## config.mk

```make
export PLATFORM = sky130hd
export DESIGN_NAME = fx3_gpif_sink
export DESIGN_NICKNAME = d
export VERILOG_FILES = /design/src/rtl/fx3_gpif_sink.sv
export SDC_FILE = /design/constraint.sdc
export NUM_CORES = 1
export LEC_CHECK = 0
export CORE_UTILIZATION = 48
export CTS_CLUSTER_SIZE = 8
export DETAILED_ROUTE_END_ITERATION = 10
export GPL_TIMING_DRIVEN = 0
export HOLD_SLACK_MARGIN = 0.02
export PLACE_DENSITY = 0.77
export SETUP_SLACK_MARGIN = 0.5
export SKIP_LAST_GASP = 1
export SLEW_MARGIN = 20
export SYNTH_ARGS = -nofsm -noshare
export SYNTH_HDL_FRONTEND = slang
export SYNTH_SLANG_ARGS = --single-unit
```

## constraint.sdc

```tcl
create_clock -name fx3_clock -period 2.7 [get_ports fx3_clock]
set_input_delay 0.81 -clock fx3_clock [delete_from_list [all_inputs] [get_ports fx3_clock]]
set_output_delay 0.81 -clock fx3_clock [all_outputs]
set_load 0.01 [all_outputs]
```

## src/rtl/fx3_gpif_sink.sv

```systemverilog
// FX3 GPIF thread-0 slave-FIFO consumer: accepts 16-bit writes, models buffer fill/commit
// flag timing, counts overflows and checks the incrementing test-mode data pattern.
module fx3_gpif_sink #(
  parameter int BUFFER_WORDS  = 8192,
  parameter int WATERMARK     = 6,
  parameter int COMMIT_CYCLES = 16
) (
  input  logic        fx3_clock,
  input  logic        reset,
  input  logic        fx3_nWrite,
  input  logic [15:0] fx3_databus,
  input  logic        host_stall,
  input  logic        check_enable,
  output logic        fx3_th0Ready,
  output logic        fx3_th0Watermark,
  output logic [31:0] buffer_count,
  output logic [15:0] overflow_count,
  output logic [15:0] mismatch_count,
  output logic        mismatch_flag,
  output logic [15:0] last_word
);

  localparam int FW = $clog2(BUFFER_WORDS + 1);
  localparam int CW = $clog2(COMMIT_CYCLES + 1);
  localparam logic [FW-1:0] FILL_FULL   = FW'(BUFFER_WORDS);
  localparam logic [FW-1:0] FILL_THRESH = FW'(BUFFER_WORDS - WATERMARK);
  localparam logic [CW-1:0] COMMIT_LAST = CW'(COMMIT_CYCLES - 1);

  typedef enum logic {
    FILL   = 1'b0,
    COMMIT = 1'b1
  } state_t;

  state_t        state, state_d;
  logic [FW-1:0] fill_count, fill_d, fill_inc;
  logic [CW-1:0] commit_count, commit_d;
  logic          ready_d, watermark_d, buffer_done;
  logic          seed_valid;
  logic          accept, overflow_hit, pattern_error;

  // Ready is the registered flag, so a write seen while it is low is always dropped,
  // including the cycle right after the final word of a buffer.
  assign accept        = !fx3_nWrite && fx3_th0Ready;
  assign overflow_hit  = !fx3_nWrite && !fx3_th0Ready;
  assign fill_inc      = fill_count + 1'b1;
  assign pattern_error = accept && check_enable && seed_valid &&
                         (fx3_databus != last_word + 16'd1);

  // NOTE: every signal driven here gets a default first, so no path can infer a latch.
  always_comb begin
    state_d     = state;
    fill_d      = fill_count;
    commit_d    = commit_count;
    ready_d     = fx3_th0Ready;
    watermark_d = fx3_th0Watermark;
    buffer_done = 1'b0;
    unique case (state)
      FILL: begin
        ready_d = 1'b1;
        if (accept) begin
          fill_d = fill_inc;
          if (fill_inc >= FILL_THRESH) watermark_d = 1'b1;
          if (fill_inc == FILL_FULL) begin
            state_d     = COMMIT;
            ready_d     = 1'b0;
            buffer_done = 1'b1;
          end
        end
      end
      COMMIT: begin
        ready_d = 1'b0;
        if (commit_count == COMMIT_LAST) begin
          // Minimum commit time reached; a stalled host holds the buffer indefinitely.
          if (!host_stall) begin
            state_d     = FILL;
            fill_d      = '0;
            commit_d    = '0;
            ready_d     = 1'b1;
            watermark_d = 1'b0;
          end
        end else begin
          commit_d = commit_count + 1'b1;
        end
      end
      default: state_d = FILL;
    endcase
  end

  // NOTE: sequential state uses non-blocking assignments so all registers update together.
  always_ff @(posedge fx3_clock) begin
    if (reset) begin
      state            <= FILL;
      fill_count       <= '0;
      commit_count     <= '0;
      seed_valid       <= 1'b0;
      fx3_th0Ready     <= 1'b0;
      fx3_th0Watermark <= 1'b0;
      buffer_count     <= '0;
      overflow_count   <= '0;
      mismatch_count   <= '0;
      mismatch_flag    <= 1'b0;
      last_word        <= '0;
    end else begin
      state            <= state_d;
      fill_count       <= fill_d;
      commit_count     <= commit_d;
      fx3_th0Ready     <= ready_d;
      fx3_th0Watermark <= watermark_d;
      if (buffer_done) buffer_count <= buffer_count + 32'd1;
      if (overflow_hit && overflow_count != 16'hFFFF)
        overflow_count <= overflow_count + 16'd1;
      if (pattern_error) begin
        mismatch_flag <= 1'b1;
        if (mismatch_count != 16'hFFFF) mismatch_count <= mismatch_count + 16'd1;
      end
      if (accept) last_word <= fx3_databus;
      // Disabling the check always drops the seed, so the first word after re-enable only seeds.
      seed_valid <= check_enable && (accept || seed_valid);
    end
  end

endmodule

```

* Word-level counts from Yosys, hierarchy flattened
Index checks and enable logic that the tools add are counted.
Widths: inputs -> output; s select.
** Cells by class
- Add/sub/neg operators :: 6
- $mul :: 0
- Div/mod/pow operators :: 0
- Magnitude comparators :: 1
- Equal/unequal tests :: 10
- Shift-type cells :: 0
- Mux-type cells :: 22
- Bitwise gates (word level) :: 1
- Reduce and logical (&&, ||, !) cells :: 14
** Operator list (number)
- $add 16x1->16 const B :: 3
- $mux 14 :: 3
- $add 32x1->32 const B :: 1
- $ne 16x16->1 const B :: 2
- $pmux 14 s2 :: 1
- $ne 16x16->1 :: 1
- $add 14x1->14 const B :: 1
- $eq 14x14->1 const B :: 1
- $ge 14x13->1 const B :: 1
- $mux 1 :: 13
- $mux 5 :: 2
- $ne 2x2->1 const B :: 4
- $logic_and 1x1->1 :: 7
- $pmux 1 s2 :: 3
- $add 5x1->5 const B :: 1
- $eq 5x4->1 const B :: 1
- $reduce_and 2->1 :: 2
- $reduce_and 4->1 :: 1
- $reduce_and 3->1 :: 1
- $logic_not 1->1 :: 2
- $ne 2x1->1 const B :: 1
- $logic_or 1x1->1 :: 1
- $not 1->1 :: 1
** Word-level totals
- Bits in registers :: 104
- Bits in latches :: 0
- RAM bits :: 0
- ROM bits :: 0
- Input bits :: 21
- Output and inout port bits :: 83
- Memories :: 0

* Longest topological paths before layout
- Depth after elaboration :: 6
- Mapped depth :: 12
- Mapped depth without buffers :: 8

* Least setup slack after synthesis
No wires, ideal clock.
- Path kind :: register -> register
- From :: register fill_count[0]
- To :: register buffer_count[19]
- Setup time :: 0.121 ns
- Data arrival time :: 2.806 ns
- Required time :: 2.579 ns
- Slack :: -0.227 ns
- Cell stages (with the launch flop) :: 11
- Buffers on the path :: 2
- Cell sequence :: dfxtp_1 > ha_1 > and4_1 > buf_4 > mux2i_1 > a22oi_1 > nor4b_2 > or4b_1 > buf_2 > nor4_1 > mux2_2
** Between the ends
- Longest elaborated chain between the ends :: 5
** Ends and longest elaborated chain
- start: declaration :: line 35 : logic [FW-1:0] fill_count, fill_d, fill_inc;
- start signal: assignment :: line 105 : fill_count <= fill_d;
- $add 14x1->14 :: line 45 : assign fill_inc = fill_count + 1'b1;
- $eq 14x14->1 :: line 63 : if (fill_inc == FILL_FULL) begin
- $mux 1 :: line 63
- $mux 1 :: line 60 : if (accept) begin
- $mux 1 :: line 57 : unique case (state)
- end signal: assignment :: line 109 : if (buffer_done) buffer_count <= buffer_count + 32'd1;
- end: declaration :: line 16 : output logic [31:0] buffer_count,
Every way passes these cells.
A chain may end at the register's enable or synchronous reset.

* Worst setup path in the final report
- From :: register fill_count[0]
- To :: register buffer_count[8]
Same word-level chain as after synthesis.

==> Flow_metrics.wiki <==
{| class="wikitable"
! Metric !! Value
|-
| Horiz. Die Dim || between 100 and 150 um
|-
| Count of final setup violators || 29
|-
| Number of fillers in the final layout || just over 800
|-
| Placed cells || ~960
|-
| Number of unique standard cell types used by synthesis || slightly above 60
|-
| CTS Buffer Depth || 2
|-
| Tightest slew margin relative to the limit || 52.6%
|-
| Total congestion overflow after global routing || 0
|-
| Area grow syn2layout || 46.5%
|-
| Compound-gate portion of the synthesized area || ~16%
|-
| HPWL after DPL || ~11,000 um
|-
| Setup crit start kind || flop
|-
| Max Clk Rate || about 340 MHz
|-
| Top-Level Pins || around 100
|-
| Setup repair after global routing missed its margin || yes
|-
| Share of synthesized cell area in and, or, nand and nor gates || 31.8%
|-
| Worst EP arrival || 3.20 ns
|-
| DRC Markers || 0
|-
| FF+latch count, synth || approximately 100
|-
| Wire length of the first global-routing pass || between 20,000 and 30,000 um
|-
| Post-synthesis average cell area || roughly 8.0 um^2
|-
| Sequential share of the synthesized area || 36.6%
|-
| Cell area after synthesis || about 5700 um^2
|-
| Worst setup skew after layout || between 0.01 and 0.015 ns
|-
| Count of buffers from port buffering || just over 100
|-
| Transition time at the pin with the least slew margin || ~0.71 ns
|-
| CTS tree || done
|-
| Number of pins with negative max-slew slack in the final report || 0
|-
| RD Place Congestion || between 0.9 and 1
|-
| Setup TNS after final layout || -4.40 ns
|-
| Drt wl/cell || 17.3 um
|-
| Proportion of synthesized area in mux cells || between 2 and 2.5%
|-
| H-Tree Level Count || 3
|-
| Number of standard cells in the final layout excluding fillers || 1,007
|-
| Clk sink count || 104
|-
| Yosys warns || 0
|-
| Count of antenna diodes in the layout || 0
|-
| Total nets after synthesis || approximately 740
|-
| Proportion of layout cells with a drive suffix above 1 || between 20% and 30%
|-
| Starting density of the core || approximately half
|-
| Ratio of final minimum period to clock period || 108%
|-
| Final Instance Area || ~8300 um^2
|-
| Minimum period implied by the final worst setup slack || 2.91 ns
|-
| Post-detailed-placement cell area || around 7000 um^2
|-
| Top fanout value on the critical path || 10
|-
| Leading cell types by total area after synthesis || sky130_fd_sc_hd__dfxtp_1 (37%), sky130_fd_sc_hd__a21oi_1 (6.0%), sky130_fd_sc_hd__nand2_1 (5.4%), sky130_fd_sc_hd__nor2_1 (4.3%), sky130_fd_sc_hd__xnor2_1 (3.2%)
|-
| First-pass iteration count of the detailed router || 5
|-
| DRC violation total after the first TritonRoute iteration || between 300 and 400
|-
| XOR/XNOR Fraction of Synth Area || under 10%
|-
| Number of buffers created by CTS || 9
|-
| Yosys top cell area share || between 30 and 40%
|-
| Layout Utilization || ~73%
|-
| Worst supply voltage drop on vdd || approximately 0.43 mV
|-
| Die Ht || about 110 um
|-
| Worst path required time || ~3.0 ns
|-
| Rows || 39
|-
| Adder and majority cell fraction of the synthesized area || between 1.5 and 2%
|-
| Power density of the placed cells || 380 nW/um^2
|-
| Worst setup path class || flop to flop
|-
| Static leakage || between 0.002 and 0.003 uW
|-
| Clock Latency Late Sink || roughly 0.36 ns
|-
| Pwr Total || 3160 uW
|-
| Synthesized instance count || ~720
|-
| Prevailing post-synth register cell || sky130_fd_sc_hd__dfxtp_1
|-
| Worst setup EP type || flop
|-
| Number of synthesized flops with an enable pin || 0
|-
| NumNets Final || around 900
|-
| Antenna Nets Post-Route || 0
|-
| Vias in the first global route || about 5,700
|-
| Final count of hold timing violations || 0
|-
| Post-route worst setup slack || -0.214 ns
|-
| Clock transition at the registers of the reported paths || about 0.070 ns
|-
| Antenna violations before repair || 0
|-
| Clock tree root driver cell || sky130_fd_sc_hd__clkbuf_16
|-
| Largest area contributor in the netlist || sky130_fd_sc_hd__dfxtp_1
|-
| Detailed-route via count || 6,048
|-
| Post-synth ARST share || 0%
|-
| Pin count of the biggest net entering global routing || 18
|-
| Total core area || 11,500 um^2
|-
| All-layer global routing usage || 26.9%
|-
| Violated checks || setup timing
|-
| Path type of the worst min-delay path || flop to flop
|-
| Largest family of logic cells by synthesized area || simple AND/OR/NAND/NOR gates
|-
| Die outline area || 12,300 um^2
|-
| WL final || ~17,000 um
|-
| Status || finished, violations left
|-
| Via/cell ratio || 6.01
|-
| CTS Hold Bufs || 0
|-
| Number of max-cap violations || 0
|}
metal layers:
metal  track usage [%]  vias up  part of all wire (%)
li1                  -     2867                     -
met1              33.4     2894                    42
met2              47.1      254                    50
met3              4.87       33                   6.4
met4              8.62        0                   1.8
met5                 0        -                     0
worst paths after layout:
kind | from | endpoint | slack (ns) | cells past startpoint
setup / recovery | fill_count[0]$_SDFFE_PP0P_ | buffer_count[8]$_SDFFE_PP0P_ | -0.21 | 12
hold / removal | commit_count[4]$_SDFFE_PP0P_ | commit_count[4]$_SDFFE_PP0P_ | 0.50 | 1
setup reg to reg | fill_count[0]$_SDFFE_PP0P_ | buffer_count[8]$_SDFFE_PP0P_ | -0.21 | 12
hold reg to reg | commit_count[4]$_SDFFE_PP0P_ | commit_count[4]$_SDFFE_PP0P_ | 0.50 | 1
cell usage after synthesis, types with 3 or more instances:
| master | number |
|---|---|
| sky130_fd_sc_hd__o31ai_1 | 11 |
| sky130_fd_sc_hd__and4_1 | 10 |
| sky130_fd_sc_hd__nor4_1 | 9 |
| sky130_fd_sc_hd__or3_1 | 20 |
| sky130_fd_sc_hd__xor2_1 | 17 |
| sky130_fd_sc_hd__nor2_1 | 65 |
| sky130_fd_sc_hd__or4_1 | 11 |
| sky130_fd_sc_hd__nand2_1 | 82 |
| sky130_fd_sc_hd__buf_6 | 8 |
| sky130_fd_sc_hd__o211ai_1 | 3 |
| sky130_fd_sc_hd__a211oi_1 | 3 |
| sky130_fd_sc_hd__a21oi_1 | 68 |
| sky130_fd_sc_hd__xnor2_1 | 21 |
| sky130_fd_sc_hd__nand4_1 | 23 |
| sky130_fd_sc_hd__buf_4 | 3 |
| sky130_fd_sc_hd__nor3_1 | 13 |
| sky130_fd_sc_hd__nand3_1 | 32 |
| sky130_fd_sc_hd__nor2b_1 | 14 |
| sky130_fd_sc_hd__ha_1 | 7 |
| sky130_fd_sc_hd__nor3b_1 | 3 |
| sky130_fd_sc_hd__a311oi_1 | 7 |
| sky130_fd_sc_hd__inv_1 | 16 |
| sky130_fd_sc_hd__a22oi_1 | 5 |
| sky130_fd_sc_hd__mux2i_1 | 4 |
| sky130_fd_sc_hd__nand2b_1 | 7 |
| sky130_fd_sc_hd__and3_1 | 10 |
| sky130_fd_sc_hd__or3_2 | 6 |
| sky130_fd_sc_hd__mux2_1 | 6 |
| sky130_fd_sc_hd__or2_2 | 8 |
| sky130_fd_sc_hd__a31oi_1 | 9 |
| sky130_fd_sc_hd__o21ai_0 | 34 |
| sky130_fd_sc_hd__buf_2 | 3 |
| sky130_fd_sc_hd__and2_1 | 5 |
| sky130_fd_sc_hd__clkbuf_1 | 29 |
| sky130_fd_sc_hd__dfxtp_1 | 104 |
sequential cells by signal, indices dropped and copies added (netlist names):
name and flops:
commit_count 5, mismatch_flag 1, fill_count 14, buffer_count 32
last_word 16, mismatch_count 16, fx3_th0Watermark 1, seed_valid 1
overflow_count 16, state 1, fx3_th0Ready 1
final cells by class:
type / instances / area (um^2) / share of cell area, %
Multi-Input combinational cell: 548 / 3930 / 47.2
Sequential cell: 104 / 2130 / 25.6
Timing Repair Buffer: 134 / 1370 / 16.4
Buffer: 47 / 372 / 4.46
Clock buffer: 9 / 225 / 2.70
Tap cell: 143 / 179 / 2.15
Clock inverter: 6 / 68.8 / 0.825
Inverter: 16 / 60.1 / 0.720
critical path: stages (launching register included):
cell and delay (ns):
sky130_fd_sc_hd__dfxtp_4 0.36, sky130_fd_sc_hd__ha_4 0.16, sky130_fd_sc_hd__and4_1 0.15, sky130_fd_sc_hd__buf_6 0.13
sky130_fd_sc_hd__a311oi_2 0.23, sky130_fd_sc_hd__a31oi_2 0.08, sky130_fd_sc_hd__nor4b_2 0.35, sky130_fd_sc_hd__buf_4 0.16
sky130_fd_sc_hd__or4b_4 0.46, sky130_fd_sc_hd__buf_6 0.15, sky130_fd_sc_hd__buf_8 0.13, sky130_fd_sc_hd__or3_1 0.31
sky130_fd_sc_hd__a21oi_1 0.16
cell families (layout without fill, tap and decap cells):
family | count (synthesis) | count (layout)
AOI/OAI and AO/OA | 156 | 156
adders and majority gates | 7 | 7
muxes | 12 | 12
DFF | 104 | 104
and+or+nand+nor | 335 | 335
xor gates and xnor gates | 38 | 38
buffers and inverters | 63 | 212
cells in the final DEF, fill, tap and decap left out, types with 11 or more instances in the layout:
| cell | netlist | layout |
|---|---|---|
| sky130_fd_sc_hd__nand2_1 | 82 | 80 |
| sky130_fd_sc_hd__dfxtp_2 | 0 | 24 |
| sky130_fd_sc_hd__buf_4 | 3 | 25 |
| sky130_fd_sc_hd__clkdlybuf4s50_1 | 0 | 83 |
| sky130_fd_sc_hd__buf_6 | 8 | 11 |
| sky130_fd_sc_hd__dlygate4sd2_1 | 0 | 11 |
| sky130_fd_sc_hd__a21oi_1 | 68 | 53 |
| sky130_fd_sc_hd__xor2_1 | 17 | 12 |
| sky130_fd_sc_hd__nand4_1 | 23 | 23 |
| sky130_fd_sc_hd__o21ai_0 | 34 | 16 |
| sky130_fd_sc_hd__a21oi_2 | 0 | 15 |
| sky130_fd_sc_hd__nor2_1 | 65 | 60 |
| sky130_fd_sc_hd__nand3_1 | 32 | 30 |
| sky130_fd_sc_hd__nor2b_1 | 14 | 12 |
| sky130_fd_sc_hd__inv_1 | 16 | 16 |
| sky130_fd_sc_hd__xnor2_1 | 21 | 19 |
| sky130_fd_sc_hd__clkbuf_16 | 0 | 13 |
| sky130_fd_sc_hd__or3_1 | 20 | 18 |
| sky130_fd_sc_hd__dfxtp_1 | 104 | 75 |
| sky130_fd_sc_hd__clkbuf_2 | 2 | 12 |
metrics by stage:
stage / hold slack [ns] / setup WS [ns]
final: 0.497 / -0.214
after floorplan: 0.450 / 0.0824
after global placement: 0.464 / -0.793
after global routing: 0.515 / -0.335
after CTS: 0.488 / -0.120
after detailed placement: 0.478 / -0.842
report_power, final:
group          internal (uW)  switching [uW]  total [uW]
clock network            719             611        1330
logic                    114             148         262
registers               1550            24.7        1570
what timing repair did:
| item | in CTS | in global routing |
|---|---|---|
| pin swaps | 38 | 31 |
| gates cloned | 4 | 2 |
| endpoints found under the setup margin | 102 | 113 |
| setup buffers | 17 | 8 |
| gates resized for setup | 114 | 108 |
Note: power is estimated with default switching activity, not from simulation.
